==> src/rtl/core_types_pkg.sv <==
`default_nettype none
// ============================================================================
//  Module      : core_types_pkg
//  Description : Shared types for the load/store unit: FSM state encoding,
//                RV32I load/store width codes and the registered bus request.
//  Revision    : 1.0 - initial release
// ============================================================================
package core_types_pkg;

    typedef enum logic [1:0] {
        IDLE = 2'd0,
        REQ  = 2'd1,
        WAIT = 2'd2,
        DONE = 2'd3
    } lsu_state_t;

    // func3 width/sign codes; bit 2 set means zero-extending load
    localparam logic [2:0] F3_B  = 3'b000;
    localparam logic [2:0] F3_H  = 3'b001;
    localparam logic [2:0] F3_W  = 3'b010;
    localparam logic [2:0] F3_BU = 3'b100;
    localparam logic [2:0] F3_HU = 3'b101;

    typedef struct packed {
        logic        req;
        logic        we;
        logic [3:0]  be;
        logic [31:0] addr;
        logic [31:0] wdata;
    } lsu_bus_req_t;

endpackage
`default_nettype wire

==> src/rtl/lsu_align.sv <==
`default_nettype none
// ============================================================================
//  Module      : lsu_align
//  Description : Combinational byte-lane logic for the LSU: access legality
//                check, store byte enables / lane replication, and load lane
//                extraction with sign or zero extension.
//  Revision    : 1.0 - initial release
// ============================================================================
module lsu_align
    import core_types_pkg::*;
(
    input  logic        rmem,
    input  logic        wmem,
    input  logic [2:0]  func3,
    input  logic [1:0]  addr_lo,
    input  logic [31:0] wdata,
    input  logic [2:0]  ld_func3,
    input  logic [1:0]  ld_off,
    input  logic [31:0] rdata,
    output logic        error,
    output logic [3:0]  be,
    output logic [31:0] lane_wdata,
    output logic [31:0] load_data
);

    logic [7:0]  rd_byte;
    logic [15:0] rd_half;

    // Legality: conflicting request, unknown width, unsigned store, misalignment
    always_comb begin
        error = 1'b0;
        if (rmem && wmem) error = 1'b1;
        case (func3)
            F3_B, F3_BU: ;
            F3_H, F3_HU: if (addr_lo[0]) error = 1'b1;
            F3_W:        if (addr_lo != 2'b00) error = 1'b1;
            default:     error = 1'b1;
        endcase
        if (wmem && func3[2]) error = 1'b1;
    end

    // Store side: byte enables follow the offset, data is replicated on every lane
    always_comb begin
        case (func3[1:0])
            2'b00: begin
                be         = 4'b0001 << addr_lo;
                lane_wdata = {4{wdata[7:0]}};
            end
            2'b01: begin
                be         = 4'b0011 << addr_lo;
                lane_wdata = {2{wdata[15:0]}};
            end
            default: begin
                be         = 4'b1111;
                lane_wdata = wdata;
            end
        endcase
    end

    // Load side: pick the addressed lane using the offset captured at acceptance
    always_comb begin
        case (ld_off)
            2'd0:    rd_byte = rdata[7:0];
            2'd1:    rd_byte = rdata[15:8];
            2'd2:    rd_byte = rdata[23:16];
            default: rd_byte = rdata[31:24];
        endcase
        rd_half = ld_off[1] ? rdata[31:16] : rdata[15:0];
        case (ld_func3)
            F3_B:    load_data = {{24{rd_byte[7]}}, rd_byte};
            F3_BU:   load_data = {24'd0, rd_byte};
            F3_H:    load_data = {{16{rd_half[15]}}, rd_half};
            F3_HU:   load_data = {16'd0, rd_half};
            default: load_data = rdata;
        endcase
    end

endmodule
`default_nettype wire

==> src/rtl/lsu_bus_bridge.sv <==
`default_nettype none
// ============================================================================
//  Module      : lsu_bus_bridge
//  Description : Load/store unit bridging the EXE/MEM stage to a req/gnt/
//                rvalid data-memory bus. Stalls the pipeline while a bus
//                transaction is outstanding and abandons it after a timeout.
//  Revision    : 1.0 - initial release
// ============================================================================
module lsu_bus_bridge
    import core_types_pkg::*;
#(
    parameter int TIMEOUT_CYCLES = 255
) (
    input  logic        Clock,
    input  logic        nReset,
    input  logic        Rmem,
    input  logic        Wmem,
    input  logic [2:0]  func3,
    input  logic [31:0] addr,
    input  logic [31:0] wdata,
    output logic [31:0] memOut,
    output logic        stall,
    output logic        access_err,
    output logic        bus_err,
    output logic        bus_req,
    output logic        bus_we,
    output logic [3:0]  bus_be,
    output logic [31:0] bus_addr,
    output logic [31:0] bus_wdata,
    input  logic        bus_gnt,
    input  logic        bus_rvalid,
    input  logic [31:0] bus_rdata
);

    localparam logic [15:0] TLIM = 16'(TIMEOUT_CYCLES - 1);

    lsu_state_t   state;
    lsu_bus_req_t bus_q;
    logic [15:0]  tcnt;
    logic [1:0]   ld_off;
    logic [2:0]   ld_func3;

    logic         access;
    logic         error;
    logic         timed_out;
    logic [3:0]   be_sel;
    logic [31:0]  lane_wdata;
    logic [31:0]  load_data;

    lsu_align u_align (
        .rmem       (Rmem),
        .wmem       (Wmem),
        .func3      (func3),
        .addr_lo    (addr[1:0]),
        .wdata      (wdata),
        .ld_func3   (ld_func3),
        .ld_off     (ld_off),
        .rdata      (bus_rdata),
        .error      (error),
        .be         (be_sel),
        .lane_wdata (lane_wdata),
        .load_data  (load_data)
    );

    assign access    = Rmem | Wmem;
    assign timed_out = (tcnt == TLIM);

    // Hold the pipeline from the accepting cycle until DONE; released while in reset
    assign stall = nReset & (((state == IDLE) & access & ~error)
                             | (state == REQ) | (state == WAIT));

    assign bus_req   = bus_q.req;
    assign bus_we    = bus_q.we;
    assign bus_be    = bus_q.be;
    assign bus_addr  = bus_q.addr;
    assign bus_wdata = bus_q.wdata;

    // Transaction FSM with registered bus request, load result and error pulses
    always_ff @(posedge Clock or negedge nReset) begin
        if (!nReset) begin
            state      <= IDLE;
            bus_q      <= '0;
            memOut     <= '0;
            access_err <= 1'b0;
            bus_err    <= 1'b0;
            tcnt       <= '0;
            ld_off     <= '0;
            ld_func3   <= '0;
        end else begin
            access_err <= 1'b0;
            bus_err    <= 1'b0;
            case (state)
                IDLE: begin
                    if (access) begin
                        if (error) begin
                            access_err <= 1'b1;
                        end else begin
                            bus_q.req   <= 1'b1;
                            bus_q.we    <= Wmem;
                            bus_q.be    <= be_sel;
                            bus_q.addr  <= {addr[31:2], 2'b00};
                            bus_q.wdata <= lane_wdata;
                            ld_off      <= addr[1:0];
                            ld_func3    <= func3;
                            tcnt        <= '0;
                            state       <= REQ;
                        end
                    end
                end
                REQ: begin
                    tcnt <= tcnt + 16'd1;
                    if (bus_gnt) begin
                        // a store completes on grant; a load waits for its data beat
                        bus_q.req <= 1'b0;
                        state     <= bus_q.we ? DONE : WAIT;
                    end else if (timed_out) begin
                        bus_q.req <= 1'b0;
                        bus_err   <= 1'b1;
                        if (!bus_q.we) memOut <= '0;
                        state     <= DONE;
                    end
                end
                WAIT: begin
                    tcnt <= tcnt + 16'd1;
                    if (bus_rvalid) begin
                        memOut <= load_data;
                        state  <= DONE;
                    end else if (timed_out) begin
                        memOut  <= '0;
                        bus_err <= 1'b1;
                        state   <= DONE;
                    end
                end
                DONE: state <= IDLE;
                default: state <= IDLE;
            endcase
        end
    end

endmodule
`default_nettype wire

==> config.mk <==
export PLATFORM = sky130hd
export DESIGN_NAME = lsu_bus_bridge
export DESIGN_NICKNAME = d
export VERILOG_FILES = /design/src/rtl/core_types_pkg.sv /design/src/rtl/lsu_align.sv /design/src/rtl/lsu_bus_bridge.sv
export SDC_FILE = /design/constraint.sdc
export NUM_CORES = 1
export LEC_CHECK = 0
export ABC_AREA = 0
export CAP_MARGIN = 20
export CORE_MARGIN = 2
export CORE_UTILIZATION = 40
export DETAILED_ROUTE_END_ITERATION = 7
export PLACE_DENSITY = 0.71
export SLEW_MARGIN = 20
export SYNTH_ARGS = -nofsm -noshare
export SYNTH_HDL_FRONTEND = slang
export SYNTH_SLANG_ARGS = --single-unit
==> constraint.sdc <==
create_clock -name Clock -period 4.1 [get_ports Clock]
set_input_delay 1.23 -clock Clock [delete_from_list [all_inputs] [get_ports Clock]]
set_output_delay 1.23 -clock Clock [all_outputs]
set_load 0.03 [all_outputs]
==> results of run 1 <==
[registers in the layout, summed over array words and instances, names as in the netlist]
| signal | cells |
|---|---|
| ld_func3 | 3 |
| memOut | 32 |
| bus_be | 4 |
| bus_wdata | 32 |
| bus_req | 1 |
| bus_err | 1 |
| ld_off | 2 |
| bus_addr | 30 |
| bus_we | 1 |
| access_err | 1 |
| tcnt | 16 |
| state | 2 |
[routing by layer]
| metal | up-vias | GRT usage | routed length, um |
|---|---|---|---|
| met5 | - | 0 | 0 |
| met3 | 34 | 0.0525 | 1010 |
| met4 | 0 | 0.0841 | 444 |
| met1 | 2632 | 0.266 | 7410 |
| met2 | 178 | 0.352 | 8870 |
| li1 | 2496 | - | - |
[layout by cell type (no fill, tap or decap), types with 14 or more instances in the layout]
| cell type | n |
|---|---|
| mux2i_1 | 34 |
| clkbuf_16 | 17 |
| a32o_1 | 23 |
| dfrtp_1 | 125 |
| nand2_1 | 52 |
| nand2b_1 | 24 |
| mux2_2 | 48 |
| buf_4 | 14 |
| nor2_1 | 23 |
| clkdlybuf4s50_1 | 205 |
| o21ai_0 | 44 |
| nor2b_1 | 14 |
[power by group]
group / internal (mW) / total, mW / switching, mW
combinational: 1.68 / 3.79 / 2.11
clock: 0.983 / 1.53 / 0.546
sequential: 1.79 / 2.27 / 0.486
[path summary, 6_finish.rpt]
kind / endpoint / slack, ns / depth (start not counted)
worst min register to register: bus_wdata[8] / 0.48 / 2
worst max register to register: memOut[16] / 1.50 / 4
min in group asynchronous: bus_req / 0.98 / 2
max in group asynchronous: bus_addr[28] / 1.75 / 3
worst max-delay path: stall / 0.21 / 5
worst min-delay path: bus_wdata[8] / 0.48 / 2
[kinds of logic (layout without fill, tap and decap cells)]
logic type / count (synthesis) / count (layout) / synth area share
fa+ha+maj: 6 / 6 / 0.0118
other cells: 1 / 2 / 0.000591
flops: 125 / 125 / 0.493
buf+inv: 57 / 265 / 0.0435
compound gates: 140 / 140 / 0.170
simple gates: 154 / 154 / 0.128
mux: 90 / 90 / 0.153
[worst min-delay path, delay by kind of cell (launching register included)]
family / cells / cell delay [ns]
flops: 1 / 0.34
compound gates: 1 / 0.06
simple gates: 1 / 0.04
[cell type report]
class | instances | area, um^2
inverter | 13 | 48.8
timing repair buffer | 220 | 2180
tap | 216 | 270
clock buffer | 21 | 460
sequential | 125 | 3130
clock inverter | 11 | 141
multi-input combinational | 392 | 2960
fill | 1351 | 6530
==> flow_results.org, run 1 <==
** Clocking
- H-tree Lvls :: 4
- Number of buffers added by the clock tree synthesis step :: 17
- In this run the post-CTS setup repair buffer count came out at 0.
- CTS placed an instance of clkbuf_16 at the clock tree root.
- After clock tree synthesis, the clock-pin slew on the worst setup and hold paths is about 0.060 ns.
- Clock buffer depth :: 2
- Clock insertion delay at the later pin of the skew report :: 0.42 ns
- Post-CTS resize count :: 0
- Hold repair after CTS inserted 0 buffers.
- The tree built by TritonCTS fans out to about 130 sinks.
- TritonCTS clock tree :: done

** STA
- Setup TNS :: 0 ns
- For the pin with the worst max-slew slack, the measured transition is 1.06 ns.
- Worst path setup slack after routing :: 0.207 ns
- Crit share post-route :: 0.949
- Setup repair after global routing left no endpoint under its margin.
- For the final database, setup skew stands at 0.00797 ns.
- The number of slew-limit violations in the final report is 0.
- Max-Slew Margin vs Limit :: 0.296
- The worst path in the final design needs a cycle of 3.89 ns, including I/O delays and setup.
- Final hold analysis gives a worst-case slack of 0.478 ns.
- The final number of hold-violating endpoints was 0.
- Based on the critical path, the design can be clocked at up to 257 MHz.
- Number of setup violations in the final report :: 0

** Placed design
- At the end of routability-driven placement, the weighted congestion stood at 0.859.
- Area of placed instances :: 0.00858 mm^2
- During placement, the flow inserted port buffers numbering 207.
- Detailed placer's ending HPWL :: 12.7 mm
- Inst Count DP :: 966
- Prior to clock tree synthesis, the placed netlist has a worst setup slack of 0.188 ns.

** Synth
- A synthesized cell averages 11.1 um^2.
- Most used standard cell by instance count after synthesis :: dfrtp_1
- The commonest cells after synthesis are 125 x dfrtp_1, 52 x nand2_1, 48 x mux2_2.
- Ys flop type :: dfrtp_1
- Sequential fraction of the synthesis area :: 0.493
- The Yosys step of the flow raised 0 warnings.
- Syn Std Cell Area :: 0.00635 mm^2
- The synthesized design contains 0 enable-type register cells.
- Most area-hungry cell type in the Yosys netlist :: dfrtp_1
- Of the post-synthesis cell area, the dominant cell type holds 0.493.
- Synthesis produced 573 cells.
- Counting distinct cell types in the post-synthesis netlist gives 66.
- Counting flops with an async set or reset pin after synthesis yields a share of 1.00.
- Biggest area contributors in the synthesized netlist :: dfrtp_1 49%, mux2_2 8.5%, mux2i_1 5.4%
- Counting flops and latches in the post-synthesis netlist gives roughly 130.

** Floorplanning
- # rows :: 46
- Measured along the y axis, the die boundary spans roughly 130 um.
- Die W :: 130 um
- Top-Level Pins :: 210
- Floorplan die area :: 0.0169 mm^2
- The region available for standard cell placement spans 0.0157 mm^2.
- Effective utilization at floorplan :: 0.404

** Critical path
- The worst register-to-register path begins at ld_off[1].
- The critical path is of the in -> out type.
- For this design, the slowest cell found on the critical path is clkdlybuf4s50_1.
- For the worst setup path, the data required time is 2.87 ns.
- STA classifies the critical path startpoint as a primary input.
- Kind of end point of the critical path :: output pin
- Cells along the critical path :: clkdlybuf4s50_1 > o41ai_2 > nand4_1 > a21boi_2 > buf_12
- Maximum fanout count along the critical path :: 2
- CP bufs+invs :: 2
- CP arrival :: roughly 2.7 ns
- CP startpoint :: addr[0]
- Top delay family on crit path :: compound AO/OA/AOI/OAI gates
- In this design, the stage delay of the slowest critical-path cell is roughly 0.44 ns.

** GRT
- First-pass GRT wire length :: 28.0 mm
- Entering global routing, the biggest net connects between 100 and 150 pins.
- The number of antenna violations at the first check in global routing was 0.
- For this run, the total global-route usage over all layers was measured as 0.212.
- Global routing finished with a remaining overflow of 0.
- The number of global-route vias before repair was 5,443.

** Route
- In this run, the number of DRC markers left after iteration 0 of detailed routing was 524.
- After detailed routing, the number of vias per cell comes to 5.35.
- Dividing the detail-routed wire length by the instance count gives 17.8 um.
- In this run the remaining antenna-violating nets after routing total 0.
- In the routed design, unresolved DRC markers number 0.
- Final wirelength :: 17.7 mm
- The pre-antenna-repair detailed-routing pass consisted of 7 iterations.
- For this block, the via count after detailed routing is 5,340.

** Cells and area
- Final-stage net count :: 880
- The number of antenna diodes in the final layout is 0.
- Total non-filler cell area in the finished layout :: 0.00918 mm^2
- From synthesis to final layout, the design area changed by 44.6%.
- Ratio of cells with drive above 1 in the final layout :: 0.136
- Final cell count without fillers :: 998
- At the end of the flow the core is filled with cells to 0.584.

** Pwr
- Post-layout total power :: 7.59 mW
- The analysis attributes to cell leakage a power of 3.86 nW.
- VDD sags by at most 0.527 mV.
- Dividing total power by cell area gives a power density of 826 mW/mm^2.

** Worst hold path
- Beginning of the worst hold path :: bus_wdata[8]
- The min-delay analysis places its worst path in the category reg -> reg.

** Flow run
- Max Cap Violations :: 0

** Outcome
- The flow ran to the end, and the final reports show no timing, DRC or antenna violations.
Power figures use the tool's default switching activity.
==> run 2: changes to the inputs <==
- CTS_CLUSTER_DIAMETER: unset -> 200
==> results of run 2 <==
The final DEF is identical to that of run 1; final timing and power are the same.
==> run 3: changes to the inputs <==
- PLACE_DENSITY: 0.71 -> 0.73
==> flow_results.org, run 3 (synthesis results as in run 1) <==
** Flow run
- The tool flagged a number of max-cap violations equal to 0.

** Worst hold path
- In this run the worst hold path is classified as reg -> reg.
- Beginning of the worst hold path :: bus_wdata[27]

** Critical path
- Reg2Reg Launch Point :: ld_off[1]
- On the critical path, the stage with the largest delay is an instance of clkdlybuf4s50_1.
- Top delay family on crit path :: compound AO/OA/AOI/OAI gates
- Slowest stage delay, CP :: between 0.4 and 0.5 ns
- Of all nets on the critical path, the largest fanout is 2.
- Type of origin of the critical path :: primary input
- For the worst setup path, the data arrival time is 2.68 ns.
- At the worst endpoint, the required time is 2.87 ns.
- Class of the most critical setup path :: in -> out
- Walking the worst path, the cells encountered are clkdlybuf4s50_1 > o41ai_2 > nand4_1 > a21boi_2 > buf_12.
- Kind of end point of the critical path :: output pin
- In this run the worst setup path begins at addr[0].
- CP bufs+invs :: 2

** Route
- Vias :: 5,356
- Dividing the detail-routed via count by the number of cells gives roughly 5.4.
- After detailed routing, the number of remaining DRC violations is 0.
- Once detail routing completed, the nets flagged for antenna violations numbered 0.
- First-pass iteration count of the detailed router :: 5
- In the final routed layout, each cell accounts on average for 17.6 um.
- Drt first-iter violations :: approximately 470
- Final wirelength :: 17.6 mm

** Clocking
- In this run, post-CTS hold repair placed 0 buffers.
- Clock latency on the worst-skew pair, taken at its later pin, is 0.41 ns.
- Buffers added to address setup during post-CTS repair amount to 0.
- Clock-pin slew was measured on the worst setup and hold paths at about 0.06 ns.
- TritonCTS built the clock tree.
- Clock buffer depth :: 2
- H-tree Lvls :: 4
- Counting the buffers created by CTS gives 17.
- Clock tree sinks :: between 100 and 150
- CTS Root Buffer Type :: clkbuf_16
- Post-CTS repair changed the size of 0 cells.

** GRT
- The first global-routing pass estimated 28.0 mm of wire.
- The number of global-route vias before repair is 5,367.
- Entering global routing, the biggest net connects 104 pins.
- Antenna violations before repair :: 0
- Across every metal layer, demand over resource in global routing totals 0.211.
- After global routing the overflow that remains totals 0.

** Cells and area
- Leaving out fill and tap cells, the most frequent cell in the layout is clkdlybuf4s50_1.
- Ratio of cells with drive above 1 in the final layout :: 0.139
- The filler cells instantiated in the layout total 1,322.
- Most frequent cells in the layout :: 205 x clkdlybuf4s50_1, 124 x dfrtp_1, 52 x nand2_1, 48 x mux2_2, 44 x o21ai_0
- Seq. cell area :: 0.00313 mm^2
- For this run, the share of the core covered by cells in the final layout is 0.582.
- Total inserted antenna cells :: 0
- Final-stage net count :: slightly below 900
- The multi-input combinational cells in the finished layout cover a total of approximately 0.003 mm^2.
- Area added between synthesis and finish :: 43.9%

** Floorplanning
- The die is 130 um wide.
- The floorplan step set the die height to about 130 um.
- In this run the core area contains 46 standard-cell rows.
- The initial utilization of the core area, before any placement, comes to 0.404.
- Floorplan die area :: 0.0169 mm^2
- Top-Level Pins :: 210
- Total core area :: 0.0157 mm^2

** Placed design
- Input and output buffers added on the ports amount to 207.
- Routability-driven placement finished with a final weighted congestion of 0.839.
- Detailed placer's ending HPWL :: approximately 13 mm

** STA
- Across the routed clock network, the largest skew measured is 0.00609 ns.
- Setup violations remaining at the end of the flow were counted as 0.
- Of the available clock period, the critical path in the final layout requires 0.954.
- The final number of hold-violating endpoints was 0.
- After layout, the minimum clock period comes to 3.91 ns.
- For this run, the top clock speed supported by timing is 256 MHz.
- Pin slew with the least headroom to its limit :: between 1 and 1.5 ns
- Max-Slew Margin vs Limit :: 0.308
- For the final routed database, the setup TNS stands at 0 ns.
- RSZ-0062 raised after global routing :: no
- Count of final max-slew check failures :: 0
- Hold slack :: around 0.48 ns

** Pwr
- For this design the static power due to leakage is 3.83 nW.
- Dividing total power by cell area gives a power density of 818 mW/mm^2.
- IR drop worst, VDD :: 0.408 mV

** Outcome
- Result of the run :: completed
[run 3: cell count changes in the layout (fill, tap and decap cells not counted)]
cell,before,now
buf_4,14,15
dfrtp_2,0,1
clkbuf_1,2,0
dfrtp_1,125,124
clkinvlp_4,3,4
clkbuf_8,2,0
inv_6,0,1
clkinv_4,1,4
bufinv_16,3,1
[run 3: area by class of cell]
class	instances	area share
multi-input cells	392	0.324
clock buffers	17	0.0465
well taps	216	0.0296
flip-flops and latches	125	0.342
repair buffers	221	0.239
clock inverters	14	0.0136
inverters	13	0.00534
[run 3: path summary, 6_finish.rpt]
path,endpoint,cells past startpoint,slack (ns)
worst max-delay path,stall,5,0.19
worst min-delay path,bus_wdata[27],2,0.48
worst max register to register,memOut[20],4,1.44
worst min register to register,bus_wdata[27],2,0.48
max in group asynchronous,ld_func3[1],3,1.69
min in group asynchronous,bus_wdata[5],2,0.95
[run 3: through the flow]
| step | setup WS (ns) | power, mW | std cells | instance area (um^2) |
|---|---|---|---|---|
| after global placement | 0.180 | 5.96 | 967 | 8590 |
| after floorplan | 0.125 | 4.62 | 574 | 6360 |
| after detailed placement | 0.166 | 6.10 | 967 | 8590 |
| final | 0.190 | 7.48 | 998 | 9140 |
| after global routing | 0.0598 | 7.92 | 998 | 9140 |
| after CTS | 0.154 | 7.52 | 998 | 9140 |
[run 3: per-layer routing]
layer / global-route usage / part of all wire / up-vias
li1: - / - / 2504
met1: 0.275 / 0.44 / 2644
met2: 0.341 / 0.48 / 178
met3: 0.0513 / 0.061 / 30
met4: 0.0822 / 0.024 / 0
met5: 0 / 0 / -
[run 3: worst min-delay path: stages, from the launching register on]
cell and delay [ns]:
dfrtp_1 0.34, nand2_1 0.04, o21ai_0 0.06
[run 3: power breakdown]
| group | switching (mW) | total [mW] | leakage [nW] | internal, mW |
|---|---|---|---|---|
| Sequential | 0.485 | 2.27 | 1.55 | 1.79 |
| Combinational | 2.12 | 3.81 | 2.02 | 1.68 |
| Clock | 0.568 | 1.40 | 0.261 | 0.829 |
